### src/rtl/fetch_sequencer_pkg.sv
// Shared definitions for the fetch sequencer.
//   state_e : sequencer state encoding (IDLE=00, RUN=01, STEP=10, BREAK=11)
//   PC_W    : width of PC values compared against the breakpoint
//   CNT_W   : width of the PCEn strobe counter
package fetch_sequencer_pkg;

    localparam int PC_W  = 32;
    localparam int CNT_W = 16;

    typedef enum logic [1:0] {
        ST_IDLE  = 2'b00,
        ST_RUN   = 2'b01,
        ST_STEP  = 2'b10,
        ST_BREAK = 2'b11
    } state_e;

endpackage

### src/rtl/fetch_sequencer_btn_debounce.sv
// Pushbutton conditioner: 2-flop synchronizer followed by a debounce counter.
//   Clk      : system clock
//   Reset    : synchronous active-low reset
//   btn_raw  : asynchronous raw pushbutton
//   step_evt : one-cycle pulse on each accepted 0->1 transition
module btn_debounce #(
    parameter int unsigned DEBOUNCE = 1000000
) (
    input  logic Clk,
    input  logic Reset,
    input  logic btn_raw,
    output logic step_evt
);

    localparam int DB_W = 24;
    localparam logic [DB_W-1:0] DB_LAST = DB_W'(DEBOUNCE - 1);

    logic            sync1_q, sync2_q;
    logic            level_q, level_d;
    logic            evt_q, evt_d;
    logic [DB_W-1:0] cnt_q, cnt_d;

    // The counter tracks how many consecutive synchronized samples disagree
    // with the accepted level; any agreeing sample restarts the count.
    always_comb begin
        level_d = level_q;
        cnt_d   = cnt_q;
        evt_d   = 1'b0;
        if (sync2_q == level_q) begin
            cnt_d = '0;
        end else if (cnt_q == DB_LAST) begin
            level_d = sync2_q;
            cnt_d   = '0;
            evt_d   = sync2_q;
        end else begin
            cnt_d = cnt_q + DB_W'(1);
        end
    end

    always_ff @(posedge Clk) begin
        if (!Reset) begin
            sync1_q <= 1'b0;
            sync2_q <= 1'b0;
            level_q <= 1'b0;
            evt_q   <= 1'b0;
            cnt_q   <= '0;
        end else begin
            sync1_q <= btn_raw;
            sync2_q <= sync1_q;
            level_q <= level_d;
            evt_q   <= evt_d;
            cnt_q   <= cnt_d;
        end
    end

    assign step_evt = evt_q;

endmodule

### src/rtl/fetch_sequencer.sv
// Fetch sequencer: paces PC advances of a fetch unit in free-run, single-step
// and breakpoint modes.
//   Clk, Reset          : clock, synchronous active-low reset
//   Run, Halt           : level requests (Halt dominates)
//   StepBtn             : raw single-step pushbutton
//   BrkEn, BrkAddr      : breakpoint enable and PC value
//   PCResult            : current PC from the fetch unit
//   PCEn                : one-cycle PC advance strobe
//   FetchRst            : active-high reset to the fetch unit
//   State               : current state encoding
//   StepCount           : PCEn strobes issued since reset (wraps)
module fetch_sequencer
    import fetch_sequencer_pkg::*;
#(
    parameter int unsigned TICK_DIV = 100000000,
    parameter int unsigned DEBOUNCE = 1000000
) (
    input  logic             Clk,
    input  logic             Reset,
    input  logic             Run,
    input  logic             Halt,
    input  logic             StepBtn,
    input  logic             BrkEn,
    input  logic [PC_W-1:0]  BrkAddr,
    input  logic [PC_W-1:0]  PCResult,
    output logic             PCEn,
    output logic             FetchRst,
    output logic [1:0]       State,
    output logic [CNT_W-1:0] StepCount
);

    localparam logic [31:0] TICK_LAST = 32'(TICK_DIV - 1);

    state_e             state_q, state_d;
    logic [31:0]        tick_q, tick_d;
    logic               pcen_q, pcen_d;
    logic [CNT_W-1:0]   step_count_q, step_count_d;
    logic               fetch_rst_q, fetch_rst_d;
    logic               rst_cnt_q, rst_cnt_d;
    logic               run_low_q, run_low_d;
    logic               step_evt;

    btn_debounce #(.DEBOUNCE(DEBOUNCE)) u_btn (
        .Clk      (Clk),
        .Reset    (Reset),
        .btn_raw  (StepBtn),
        .step_evt (step_evt)
    );

    always_comb begin
        state_d     = state_q;
        tick_d      = tick_q;
        pcen_d      = 1'b0;
        fetch_rst_d = fetch_rst_q;
        rst_cnt_d   = rst_cnt_q;
        run_low_d   = run_low_q;

        if (fetch_rst_q) begin
            // Hold the fetch unit in reset for two cycles after release;
            // the sequencer stays parked in IDLE meanwhile.
            rst_cnt_d = 1'b1;
            if (rst_cnt_q) begin
                fetch_rst_d = 1'b0;
            end
            state_d = ST_IDLE;
            tick_d  = '0;
        end else if (Halt) begin
            state_d = ST_IDLE;
            tick_d  = '0;
        end else begin
            case (state_q)
                ST_IDLE: begin
                    if (Run) begin
                        state_d = ST_RUN;
                        tick_d  = '0;
                    end else if (step_evt) begin
                        state_d = ST_STEP;
                        pcen_d  = 1'b1;
                    end
                end
                ST_RUN: begin
                    if (!Run) begin
                        state_d = ST_IDLE;
                        tick_d  = '0;
                    end else if (tick_q == TICK_LAST) begin
                        tick_d = '0;
                        if (BrkEn && (PCResult == BrkAddr)) begin
                            state_d   = ST_BREAK;
                            run_low_d = 1'b0;
                        end else begin
                            pcen_d = 1'b1;
                        end
                    end else begin
                        tick_d = tick_q + 32'd1;
                    end
                end
                ST_STEP: begin
                    state_d = ST_IDLE;
                end
                ST_BREAK: begin
                    // Resuming needs a fresh Run request: Run must be seen
                    // low at least once after the breakpoint was hit.
                    if (step_evt) begin
                        state_d = ST_STEP;
                        pcen_d  = 1'b1;
                    end else if (Run && run_low_q) begin
                        state_d = ST_RUN;
                        tick_d  = '0;
                    end else if (!Run) begin
                        run_low_d = 1'b1;
                    end
                end
                default: begin
                    state_d = ST_IDLE;
                    tick_d  = '0;
                end
            endcase
        end

        step_count_d = pcen_d ? step_count_q + CNT_W'(1) : step_count_q;
    end

    always_ff @(posedge Clk) begin
        if (!Reset) begin
            state_q      <= ST_IDLE;
            tick_q       <= '0;
            pcen_q       <= 1'b0;
            step_count_q <= '0;
            fetch_rst_q  <= 1'b1;
            rst_cnt_q    <= 1'b0;
            run_low_q    <= 1'b0;
        end else begin
            state_q      <= state_d;
            tick_q       <= tick_d;
            pcen_q       <= pcen_d;
            step_count_q <= step_count_d;
            fetch_rst_q  <= fetch_rst_d;
            rst_cnt_q    <= rst_cnt_d;
            run_low_q    <= run_low_d;
        end
    end

    assign PCEn      = pcen_q;
    assign FetchRst  = fetch_rst_q;
    assign State     = state_q;
    assign StepCount = step_count_q;

endmodule

### config.mk
export PLATFORM = sky130hd
export DESIGN_NAME = fetch_sequencer
export DESIGN_NICKNAME = d
export VERILOG_FILES = /design/src/rtl/fetch_sequencer_pkg.sv /design/src/rtl/fetch_sequencer_btn_debounce.sv /design/src/rtl/fetch_sequencer.sv
export SDC_FILE = /design/constraint.sdc
export NUM_CORES = 1
export LEC_CHECK = 0
export ABC_AREA = 1
export CELL_PAD_IN_SITES_DETAIL_PLACEMENT = 1
export CELL_PAD_IN_SITES_GLOBAL_PLACEMENT = 2
export CORE_MARGIN = 3
export CORE_UTILIZATION = 29
export CTS_CLUSTER_DIAMETER = 100
export CTS_CLUSTER_SIZE = 24
export DETAILED_ROUTE_END_ITERATION = 10
export HOLD_SLACK_MARGIN = 0.08
export PLACE_DENSITY = 0.81
export SYNTH_ARGS = -nofsm -noshare
export SYNTH_HDL_FRONTEND = slang
export SYNTH_SLANG_ARGS = --single-unit
### constraint.sdc
create_clock -name Clk -period 2.2 [get_ports Clk]
set_input_delay 0.66 -clock Clk [delete_from_list [all_inputs] [get_ports Clk]]
set_output_delay 0.66 -clock Clk [all_outputs]
set_load 0.01 [all_outputs]
==> results.md <==
* CP cell instances: clkdlybuf4s50_1
* Max incr delay on CP at between 500 and 600 ps
* DRC Markers at 0
* CTS Hold Bufs at 0
* RD Place Congestion at between 0.8 and 0.9
* Total gr overflow at 0
* WS Path Type: flop to primary output
* Maximum fanout along the worst path at 6
* Top-area cell type share of the netlist area at about 33%
* Worst-path clk slew at approximately 70 ps
* Avg Cell Area, Syn at 6.69 um^2
* Max cap viols at 0
* DP HPWL at 12300 um
* Clk sink count at just over 80
* Fillers at around 2100
* Endpoints failing setup at 0
* N_diodes at 0
* Skew-Pair Late Insertion Delay at 350 ps
* IO Count at 90
* Max clock buf depth at 2
* Worst hold path type: flop to flop
* RSZ-0062 raised after global routing: true
* Overall power at 3.60 mW
* Count of antenna-violating nets left after detailed routing at 0
* Post-synth net total at between 800 and 900
* Register bit total from synthesis at a little over 80
* Initial Util at just under 30%
* CP max stage cell: clkdlybuf4s50_1
* Core outline area at ~0.017 mm^2
* Status: complete, no violations
* Final Hold Fails at 0
* DR pass1 iterations at 4
* Crit share post-route at 93.7%
* CTS tree: built
* Most frequent cells in the layout: 159 x nand2_1, 106 x inv_1, 85 x nor2_1
* Largest net degree at the start of global routing at 20
* CP endpoint kind: primary output
* Top cells by area, synth: dfxtp_1 33%, nand2_1 12%, inv_1 8.3%
* Peak supply drop at 0.385 mV
* Dominant cell type by area after synthesis: dfxtp_1
* CTS H-tree depth at 3
* Global-route wire length before repair at 25900 um
* Fin Hold WS at 454 ps
* Lkg Pwr at 2.94 nW
* Part of the Yosys area used for sequential elements at about 33%
* Cell family with most CP delay: buffers and inverters
* Vias/cell at 4.72
* Post-CTS setup buffers at 0
* Layout cell share with drive strength beyond 1 at 15.9%
* Wire per inst at between 10 and 15 um
* Iter 0 DRT Violations at 213
* DRT Wirelength at 15400 um
* GRT Total Usage at about 17%
* Buffers on Ports at 89
* DP Area at 0.00634 mm^2
* CTS Root Buffer Type: clkbuf_16
* DIE HEIGHT at 137 um
* FP Rows at 47
* Area grow syn2layout at 38.7%
* Pwr per Cell Area at about 520 mW/mm^2
* Num CTS Buffers at 9
* Mapped Cells at 741
* Total die area at roughly 0.019 mm^2
* Worst-Margin Slew at 489 ps
* Total number of vias at 5163
* Worst Path Required at roughly 1500 ps
* Commonest non-fill, non-tap cell in the layout: nand2_1
* Period minus WS final at 2060 ps
* Number of global-route vias before repair at 5409
* Setup_tns at 0 ps
* CP Buf/Inv Count at 1
* Synthesis Warnings at 0
* Post-Syn Area at 0.00496 mm^2
* CP Launch Type: flop
* Final non-filler cell area at 0.00688 mm^2
* WP data arrival at 1400 ps
* Library cells used by synthesis at 44
* Final-report max-slew violation count at 0
* Final setup skew at 5.45 ps
* Layout Nets at 942
* Die X at 137 um
* Initial antenna violation count at 0
* Slew headroom at between 60 and 70%
* Max Clock Freq at 485 MHz
-- cells in the mapped netlist, drive strengths merged --
master / number
o21bai: 2
inv: 119
nor4: 13
xor2: 24
o211a: 1
a21oi: 40
o21a: 5
nand2: 179
ha: 3
nand3b: 1
dfxtp: 82
a211oi: 3
o221ai: 1
or2: 4
a21o: 1
nor3b: 7
buf: 7
o21ai: 13
and3: 3
nor3: 38
nor2: 108
and2: 1
nand4: 16
clkbuf: 3
a31oi: 1
xnor2: 14
nand3: 51
a21boi: 1
-- per-layer routing --
layer / part of all wire [%] / GRT usage [%] / vias to the layer above
met3: 1.9 / 3.31 / 12
li1: - / - / 2608
met4: 1.1 / 3.92 / 0
met5: 0 / 0 / -
met1: 46 / 21.8 / 2505
met2: 51 / 29.7 / 38
-- metrics by stage --
stage / utilization, % / worst slack (ps) / instances
2_1_floorplan: - / 350 / 741
3_3_place_gp: 38.1 / -418 / 1077
3_5_place_dp: 38.1 / -472 / 1077
4_1_cts: 40.3 / 17.7 / 1093
5_1_grt: 41.3 / -24.2 / 1094
6_report: 41.3 / 139 / 1094
-- final timing paths --
kind | start | to | slack (ps) | cells after the start
worst max-delay path | StepCount[5] | StepCount[5] | 140 | 1
worst min-delay path | u_btn.sync1_q | u_btn.sync2_q | 450 | 2
worst max register to register | u_btn.cnt_q[0] | u_btn.cnt_q[20] | 260 | 14
worst min register to register | u_btn.sync1_q | u_btn.sync2_q | 450 | 2
-- cell families (layout without fill, tap and decap cells) --
group | count (synthesis) | after routing | synth area share [%]
simple gates | 421 | 422 | 41.1
flops | 82 | 82 | 33.1
compound gates | 68 | 68 | 7.75
buf+inv | 129 | 261 | 10.6
fa+ha+maj | 3 | 3 | 0.757
xor+xnor | 38 | 38 | 6.72
-- what timing repair did --
item	CTS	global route
endpoints found under the hold margin	0	0
pin swaps	0	27
resized for setup	4	59
cloned	0	1
setup endpoints to repair	17	20
-- flip-flops by register name, summed over array words and instances, names as in the netlist --
name and cells:
tick_q 32, u_btn.sync2_q 1, u_btn.level_q 1, u_btn.cnt_q 24, u_btn.sync1_q 1, State 2
FetchRst 1, u_btn.step_evt 1, rst_cnt_q 1, StepCount 16, run_low_q 1, PCEn 1
-- final cells by class --
cell class	count	area, um^2	area share [%]
clock buffers	9	225	3.28
clock inverters	7	125	1.82
inverters	119	447	6.50
multi-input cells	531	2890	42.0
flip-flops and latches	82	1640	23.9
well taps	220	275	4.00
repair buffers	126	1270	18.5
-- power breakdown --
part | internal, mW | switching [mW]
Combinational | 0.172 | 0.138
Clock | 1.12 | 0.668
Sequential | 1.49 | 0.00588
Total | 2.78 | 0.812
-- worst reg2reg max path: cells and delay by family (launching register included) --
kind,cells,cell delay (ps)
and+or+nand+nor,10,1000
DFF,1,380
adders and majority gates,1,180
xor gates and xnor gates,1,160
buffers and inverters,2,140
Note: power is estimated with default switching activity, not from simulation.
==> patch (config.mk and constraints unchanged) <==
Remove the register `pcen_q`: a continuous assignment takes its place, so the output `PCEn` follows one clock earlier.
--- a/src/rtl/fetch_sequencer.sv
+++ b/src/rtl/fetch_sequencer.sv
@@ -126,3 +126,2 @@
             tick_q       <= '0;
-            pcen_q       <= 1'b0;
             step_count_q <= '0;
@@ -134,3 +133,2 @@
             tick_q       <= tick_d;
-            pcen_q       <= pcen_d;
             step_count_q <= step_count_d;
@@ -141,2 +139,4 @@
     end
+
+    assign pcen_q = pcen_d;
 
Check against the original RTL: same outputs for any inputs over 4 cycles, from zero or initial values and one cycle with Reset low; that may be too few to reach the edited logic, so the function may still have changed.
==> patch against the original RTL <==
  * The run now ends with negative setup slack left
  * Area after synthesis grew 6.2%
  * Sequential cell count shrank 1
  * Clock skew grew 0.0033 ns
  * Setup slack lost 0.62 ns
  * Final area grew 40%
  * Via count grew 44%
  * Routed wire length grew 99%
  * Critical path type is now input port to output port
Power is not compared: it rests on default switching activity, and its combinational part moved more than twofold at a synthesized area within 25%.
==> patch: results <==
set metrics [dict create \
    place.gp.congestion 0.8330 \
    path_clk_slew_ns 0.07 \
    root_buffer "clkbuf_16" \
    ys_top_cells_by_count "nand2_1, inv_1, nor2_1, dfxtp_1, nand3_1" \
    dp_slack_ns -1.146 \
    drive_above_1_share_pct 51.27 \
    synth.area.top_cells "dfxtp_1, nand2_1, inv_1" \
    dr_wl_met2_mm 15.46 \
    worst_pin_slew_ns 0.5948 \
    ir_drop_mv 0.4003 \
    syn_nets 890 \
    met1_usage_pct 27.77 \
    synth_xor_xnor_area_share_pct 5.491 \
    grt_pass1_wl_mm 42.60 \
    met3_usage_pct 4.681 \
    skew_ns 0.008756 \
    grt_pass1_vias 8099 \
    path_delay_family "simple AND/OR/NAND/NOR gates" \
    grt_max_degree 17 \
    critical_path.slowest_cell "nor3_2" \
    gr-usage-met2_pct 49.92 \
    synth-compound-area-share_pct 7.963 \
    setup_viol_count_final 2 \
    wl_met1_mm 10.68 \
    p_leak_nw 4.195 \
    cp.arrival_ns 2.03 \
    routed_wl_mm 30.49 \
    critical_path.max_fanout 2 \
    synthAdderAreaFrac_pct 0.7131 \
    setup_ws_ns -0.4863 \
    cts_buffer_depth 2 \
    cp_slowest_stage_delay_ns 0.25 \
    dr.pass1.iters 5 \
    yosysSeqAreaShare_pct 30.81 \
    status "complete, but fails checks" \
    grt_antenna_before_repair 3 \
    fin_nets 1289 \
    routed_via_density 5.128 \
    wl_met3_mm 1.513 \
    hpwlAfterDp_mm 14.57 \
    drt_iter0_drc 420 \
    grt_usage_pct 27.55 \
    violations "negative setup slack" \
]
## patch: cell count changes after synthesis, moves of 6 or more
| cell | delta |
|---|---|
| nor2_1 | +17 |
| nand3_1 | +13 |
| nand2_1 | +33 |
| inv_2 | +6 |
| o21ai_1 | +6 |
## patch: final cells by class
cell class                 instances  area (µm²)
antenna                            3       7.507
inverter                         130       510.5
fill                            2192        7880
sequential                        81        1625
timing repair buffer             397        3171
multi-input combinational        597        3751
tap                              225       281.5
clock buffer                       9       225.2
clock inverter                     7       85.08
## patch: report_power, final
group | switching [mW] | internal, mW
logic | 0.465 | 0.514
clock network | 0.735 | 0.905
registers | 0.00470 | 1.47
## patch: cell families (layout without fill, tap and decap cells)
family,after synthesis,in the layout
adders and majority gates,3,3
and+or+nand+nor,485,485
other,0,3
buffers and inverters,139,543
AOI/OAI and AO/OA,76,76
xor gates and xnor gates,33,33
DFF,81,81
## patch: what timing repair did
action,4_1_cts,5_1_grt
endpoints found under the setup margin,23,19
hold endpoints to repair,0,0
setup buffers,205,16
pin swaps,81,86
gates resized for setup,306,237
## patch: worst paths after layout
check                 from            end  slack, ns  cells after the start
max           PCResult[21]           PCEn      -0.49                     13
min          u_btn.sync1_q  u_btn.sync2_q       0.42                      2
max reg2reg     tick_q[15]     tick_q[16]       0.02                     12
min reg2reg  u_btn.sync1_q  u_btn.sync2_q       0.42                      2
## patch: through the flow
step	total power [mW]	std cells	instance area, µm²	TNS [ns]	hold WS [ns]
CTS	3.869	1474	9211	-0.5890	0.4208
finish	4.095	1449	9657	-0.8634	0.4203
floorplan	1.666	817	5276	0	0.3900
global route	4.223	1449	9657	-1.550	0.4493
global placement	1.953	1253	7373	-15.43	0.3932
detailed placement	1.958	1253	7373	-17.58	0.3985
